$ cat config.mk
export PLATFORM = sky130hd
export DESIGN_NAME = tdm_demux4
export DESIGN_NICKNAME = d
export VERILOG_FILES = /design/src/rtl/tdm_pkg.sv /design/src/rtl/tdm_demux4_slot_counter.sv /design/src/rtl/tdm_demux4.sv
export SDC_FILE = /design/constraint.sdc
export NUM_CORES = 1
export LEC_CHECK = 0
export ABC_AREA = 1
export BUFFER_PORTS_ARGS = -buffer_cell sky130_fd_sc_hd__buf_2
export CAP_MARGIN = 20
export CORE_MARGIN = 4
export CORE_UTILIZATION = 35
export CTS_BUF_LIST = sky130_fd_sc_hd__clkbuf_8
export DETAILED_ROUTE_END_ITERATION = 16
export HOLD_SLACK_MARGIN = 0.06
export SLEW_MARGIN = 20
export SYNTH_ARGS = -nofsm -noshare
export SYNTH_HDL_FRONTEND = slang
export SYNTH_SLANG_ARGS = --single-unit
$ cat constraint.sdc
create_clock -name clk -period 1.6 [get_ports clk]
set_input_delay 0.16 -clock clk [delete_from_list [all_inputs] [get_ports clk]]
set_output_delay 0.16 -clock clk [all_outputs]
set_load 0.03 [all_outputs]
$ cat src/rtl/tdm_pkg.sv
// Shared types for the 4-way TDM link (used by the tdm_mux4 transmitter and the tdm_demux4 receiver).
package tdm_pkg;

    typedef enum logic {S_HUNT, S_LOCKED} tdm_state_t;
    typedef logic [1:0] tdm_slot_t;

    localparam int        TDM_LANES     = 4;
    localparam tdm_slot_t TDM_LAST_SLOT = 2'd3;

    // One-hot lane strobe for a given slot position.
    function automatic logic [TDM_LANES-1:0] slot_onehot(input tdm_slot_t slot);
        logic [TDM_LANES-1:0] w_hot;
        w_hot       = '0;
        w_hot[slot] = 1'b1;
        return w_hot;
    endfunction

endpackage

$ cat src/rtl/tdm_demux4_slot_counter.sv
// 2-bit wrapping slot position counter; load forces slot 1 because the loading word is always slot 0.
module slot_counter
    import tdm_pkg::*;
(
    input  logic       clk,
    input  logic       rst,
    input  logic       i_en,
    input  logic       i_load,
    output logic [1:0] o_slot
);

    tdm_slot_t r_slot;

    always_ff @(posedge clk or posedge rst) begin
        if (rst) begin
            r_slot <= '0;
        end else if (i_load) begin
            r_slot <= 2'd1;
        end else if (i_en) begin
            r_slot <= r_slot + 2'd1;
        end
    end

    assign o_slot = r_slot;

endmodule

$ cat src/rtl/tdm_demux4.sv
// Receive side of the 4-way TDM link: aligns on frame_sync and routes slot words to four registered lanes.
module tdm_demux4
    import tdm_pkg::*;
#(
    parameter int N = 2
) (
    input  logic         clk,
    input  logic         rst,
    input  logic         ena,
    input  logic         valid_in,
    input  logic         frame_sync,
    input  logic [N-1:0] data_in,
    output logic [N-1:0] out0,
    output logic [N-1:0] out1,
    output logic [N-1:0] out2,
    output logic [N-1:0] out3,
    output logic [3:0]   out_valid,
    output logic         frame_done,
    output logic         locked,
    output logic         sync_error
);

    tdm_state_t             r_state;
    logic [N-1:0]           r_lane [TDM_LANES];
    logic [TDM_LANES-1:0]   r_out_valid;
    logic                   r_frame_done;
    logic                   r_locked;
    logic                   r_sync_error;

    logic                   w_accept;
    logic                   w_load;
    logic                   w_advance;
    logic [1:0]             w_slot;

    assign w_accept  = ena && valid_in;
    assign w_load    = w_accept && frame_sync;
    assign w_advance = w_accept && !frame_sync && (r_state == S_LOCKED);

    slot_counter u_slot_counter (
        .clk    (clk),
        .rst    (rst),
        .i_en   (w_advance),
        .i_load (w_load),
        .o_slot (w_slot)
    );

    // Strobes default low each cycle; a sync word always lands in lane 0, flagged if it broke a frame.
    always_ff @(posedge clk or posedge rst) begin
        if (rst) begin
            r_state      <= S_HUNT;
            r_out_valid  <= '0;
            r_frame_done <= 1'b0;
            r_locked     <= 1'b0;
            r_sync_error <= 1'b0;
            for (int k = 0; k < TDM_LANES; k++) begin
                r_lane[k] <= '0;
            end
        end else begin
            r_out_valid  <= '0;
            r_frame_done <= 1'b0;
            r_sync_error <= 1'b0;
            if (w_accept) begin
                case (r_state)
                    S_HUNT: begin
                        if (frame_sync) begin
                            r_lane[0]   <= data_in;
                            r_out_valid <= slot_onehot(2'd0);
                            r_locked    <= 1'b1;
                            r_state     <= S_LOCKED;
                        end
                    end
                    S_LOCKED: begin
                        if (frame_sync) begin
                            r_lane[0]    <= data_in;
                            r_out_valid  <= slot_onehot(2'd0);
                            r_sync_error <= (w_slot != 2'd0);
                        end else begin
                            r_lane[w_slot] <= data_in;
                            r_out_valid    <= slot_onehot(w_slot);
                            r_frame_done   <= (w_slot == TDM_LAST_SLOT);
                        end
                    end
                    default: begin
                        r_state <= S_HUNT;
                    end
                endcase
            end
        end
    end

    assign out0       = r_lane[0];
    assign out1       = r_lane[1];
    assign out2       = r_lane[2];
    assign out3       = r_lane[3];
    assign out_valid  = r_out_valid;
    assign frame_done = r_frame_done;
    assign locked     = r_locked;
    assign sync_error = r_sync_error;

endmodule

======== After elaboration in Yosys (flattened, before gate mapping) ========
Cells that the tools add are included.
W data, S select, Z words.
storage, ports and cells
  bits of input ports ..................... 7
  register bits after elaboration ......... 18
  word-level logic and storage cells ...... 54
cells by class
  equal/unequal tests ..................... 2
  add/subtract/negate cells ............... 1
  muxes and demuxes ....................... 22
  reductions and logical operators ........ 12
  bitwise operators ....................... 3
  magnitude comparators ................... 4
operators by type and width
  operator               number
  $mux W1                10
  $mux W2                5
  $bwmux W8              1
  $mux W4                2
  $pmux W4 S2            1
  $logic_and A1 B1 Y1    6
  $reduce_and A3 Y1      2
  $demux W2 S2           1
  $pmux W2 S2            1
  $reduce_bool A2 Y1     2
  $ge A3 B3 Y1 const B   1
  $lt A2 B3 Y1 const B   1
  $lt A3 B1 Y1 const B   1
  $not A2 Y3             1
  $add A2 B1 Y2 const B  1
  $demux W1 S2           1
  $eq A2 B2 Y1 const B   1
  $ge A2 B1 Y1 const B   1
  $ne A2 B2 Y1 const B   1
  $not A1 Y1             2
  $reduce_and A2 Y1      1
  $logic_not A1 Y1       1

======== Logic depth before layout (Yosys ltp) ========
  depth in word-level cells ............... 8
  gate-level depth with buffers ........... 8
  mapped depth without buffers ............ 8

======== Hierarchy ========
From an unflattened synthesis, not the netlist that was laid out.
unflattened totals
  cells, all modules ...................... 83
  area, all modules ....................... 732.0 µm²
by module, submodules not included
  module        instances  cells an instance  seq. area each (µm²)  area each (µm²)
  tdm_demux4    1          71                 375.4                 636.9
  slot_counter  1          12                 50.0                  95.1

======== Worst setup path before layout ========
No wires, ideal clock.
  kind .................................... register to register
  start ................................... register u_slot_counter.r_slot[0], in the netlist u_slot_counter.o_slot[0]
  end ..................................... register r_lane (netlist bit out0[0])
  stages on the path, launching flop included .. 7
  arrival time ............................ 1018 ps
  setup slack ............................. 517 ps
  buffers on the path ..................... 0
  period minus slack after synthesis ...... 1083 ps
  cell sequence ........................... dfrtp_1 > inv_1 > ha_1 > nand2_1 > a21oi_2 > nand2_1 > nand2_1
between the ends
  longest elaborated chain between the ends .. 8
  elaborated cells between the ends (all ways) .. 9
  those cells by class .................... 2 x order compare; 5 x mux; 1 x bitwise; 1 x reduce/logical
ends and longest elaborated chain
  item                                                                       RTL line                       source
  start: declaration                                                         tdm_demux4_slot_counter.sv:12  tdm_slot_t r_slot;
  start signal: assignment                                                   tdm_demux4_slot_counter.sv:20  r_slot <= r_slot + 2'd1;
  $not A2 Y3 (implied by the code) (*)                                       tdm_demux4.sv:78               r_lane[w_slot] <= data_in;
  $ge A3 B3 Y1 (implied by the code) / $lt A3 B1 Y1 (equally long branches)  tdm_demux4.sv:78
  $logic_and A1 B1 Y1 (implied by the code)                                  tdm_demux4.sv:78
  $mux W2 (implied by the code)                                              tdm_demux4.sv:78
  $demux W2 S2 (*)                                                           tdm_demux4.sv:78
  $bwmux W8 (*)                                                              tdm_demux4.sv:78
  $mux W2 (*)                                                                tdm_demux4.sv:73               if (frame_sync) begin
  $pmux W2 S2 (*)                                                            tdm_demux4.sv:63               case (r_state)
  end signal: indexed assignment                                             tdm_demux4.sv:78
  end: declaration                                                           tdm_demux4.sv:24               logic [N-1:0] r_lane [TDM_LANES];
Every way passes the cells marked *; elsewhere a longest branch is shown, timed or not.
A chain may end at the register's enable or synchronous reset.

======== Final worst setup path ========
  start ................................... register u_slot_counter.r_slot[0], in the netlist u_slot_counter.o_slot[0]
  end ..................................... register r_lane (netlist bit out0[1])
The elaborated chain is that of the path after synthesis.

==> results.toml <==
[sta]
slew_headroom_pct = 55.5
post-route-min-period_ns = 1.21
fin_worst_skew_ns = 0.00460
setup_tns_ns = 0
setup_viol = 0
post-route-period-util_pct = 75.9
worst_pin_slew_ns = 0.667
finalHoldViolCount = 0
slew_violations = 0
rsz0062_at_grt = "no"
fmax_ghz = 0.823

[clock_tree]
cts_tree = "done"
cts_root_buf = "clkbuf_8"
cts_inserted_buffers = 3
cts_buffer_depth = 2
clock_sinks = 17
clock_latency_ns = 0.25
post_cts_resized = 0
h-tree-depth = 1
path_clk_slew_ns = 0.07

[power]
total_power_mw = 1.26
ir_drop_mv = 0.752
power_density_nw_per_um2 = 1300
p_leak_nw = 0.560

[logic_synthesis]
synth_seq_area_share_pct = 53.7
synth_cells = 85
syn-cell-area_sq_um = 792
synthDistinctLibCells = 19
synth_nets = 97
ys_ff_latch = 17
syn_avg_cell_area_sq_um = 9.32
synth-warning-count = 0

[setup_path]
start_kind = "flip-flop"
reg2reg_slack_ns = 0.39
required_ns = 1.80
crit_type = "reg2reg"
arrival_ns = 1.41
cp-end-kind = "flip-flop"
critPathMaxFanout = 5

[detailed_routing]
vias = 606
dr.pass1.iters = 4
vias_per_cell = 4.46
detail_route.drc_violations = 0
ant_nets = 0
drt_iter0_drc = 14
wl_per_cell_um = 10.9
totalWireLength_um = 1480

[placed_design]
gp_congestion = 0.732
dpl.hpwl_um = 1120
portBuffers = 21

[floorplanning]
initial_core_util_pct = 38.4
pin_count = 22
die-height_um = 55.6
fp-row-count = 16
core-area_sq_um = 2060
fp.dieW_um = 55.6
dieArea_sq_um = 3090

[finish]
regArea_sq_um = 425
multi_input_area_sq_um = 314
nets = 122
mostFrequentLayoutCell = "nand2_1"
fillers = 212
syn2layout_area_growth_pct = 22.3
drive_gt1_share_pct = 33.0
diodes = 0
mostFrequentLayoutCells = "32 x nand2_1, 21 x buf_2, 17 x dfrtp_1, 7 x inv_1, 6 x nand3_1"

[global_routing]
grt_pass1_vias = 626
grt.total_usage_pct = 11.6
antenna_found_initial = 0
grt_pass1_wl_um = 2790
gr-total-overflow = 0
grt_max_degree = 18

[min_path]
min_path_type = "in2reg"

[outcome]
outcome = "finished, final reports clean"

[run]
cap_violations = 0
## repair_timing
action / CTS / global route
endpoints found under the hold margin: 17 / 0
buffers inserted: 0 / 0
hold buffers: 1 / 0
## state kept, by name, indices dropped and copies added (netlist names)
register / cells
sync_error: 1
out0: 2
out_valid: 3
r_state: 1
out1: 2
frame_done: 1
out2: 2
out3: 2
u_slot_counter.o_slot: 2
locked: 1
## synth_stat cells
cell	count	area [sq um]
a21oi_1	1	5.00
a21oi_2	1	8.76
buf_4	1	7.51
buf_6	1	11.3
dfrtp_1	17	425
ha_1	5	62.6
inv_1	7	26.3
inv_2	2	7.51
nand2_1	32	120
nand2_2	2	12.5
nand2_4	1	11.3
nand3_1	6	30.0
nand4_1	1	6.26
nor2_2	3	18.8
nor2_4	1	11.3
nor3_1	1	5.00
nor3_2	1	10.0
o21ai_1	1	5.00
o21bai_1	1	7.51
## stage by stage
step / cell area, sq um / hold slack [ns] / setup WS (ns) / std cells / util (%)
after floorplan: 792 / 0.0861 / 0.517 / 85 / -
after global placement: 912 / 0.274 / 0.440 / 131 / 44.2
after detailed placement: 912 / 0.285 / 0.402 / 131 / 44.2
after CTS: 968 / 0.156 / 0.383 / 136 / 47.0
after global routing: 968 / 0.178 / 0.256 / 136 / 47.0
final: 968 / 0.168 / 0.385 / 136 / 47.0
## critical path, cell delays in order (launching register included)
cell     delay [ns]
dfrtp_1        0.41
inv_1          0.14
ha_1           0.22
nand2_1        0.08
a21oi_2        0.18
nand2_1        0.07
nand2_1        0.05
## final timing paths
kind,from,to,cells past startpoint
worst max-delay path,u_slot_counter.o_slot[0]$_DFFE_PP0P_,out0[1]$_DFFE_PP0P_,6
worst min-delay path,data_in[0],out3[0]$_DFFE_PP0P_,3
worst max register to register,u_slot_counter.o_slot[0]$_DFFE_PP0P_,out0[1]$_DFFE_PP0P_,6
worst min register to register,out3[0]$_DFFE_PP0P_,out3[0]$_DFFE_PP0P_,2
max in group asynchronous,rst,out3[0]$_DFFE_PP0P_,3
min in group asynchronous,rst,out0[0]$_DFFE_PP0P_,3
## layout make-up
class,instances,area share (%)
clock buffers,3,4.26
clock inverters,1,0.517
inverters,9,3.49
multi-input cells,57,32.4
flip-flops and latches,17,43.9
well taps,27,3.49
repair buffers,22,11.9
## layer usage
| layer | share of wire, % | up-vias | global-route usage, % |
|---|---|---|---|
| met5 | 0 | - | 0 |
| met4 | 4.4 | 0 | 9.38 |
| met3 | 4.7 | 5 | 2.32 |
| met2 | 47 | 17 | 18.2 |
| met1 | 44 | 275 | 13.4 |
| li1 | - | 309 | - |
## where the power goes
part / switching (mW) / leakage, nW / internal (mW)
Clock: 0.147 / 0.0255 / 0.173
Combinational: 0.275 / 0.317 / 0.113
Sequential: 0.0416 / 0.217 / 0.510
Total: 0.464 / 0.560 / 0.795
## cells by family (layout without fill, tap and decap cells)
logic type	after synthesis	in the layout	synth area share, %
AOI/OAI and AO/OA	4	4	3.32
adders and majority gates	5	5	7.90
buffers and inverters	11	35	6.64
DFF	17	17	53.7
and+or+nand+nor	48	48	28.4
(Power assumes the default switching activity.)
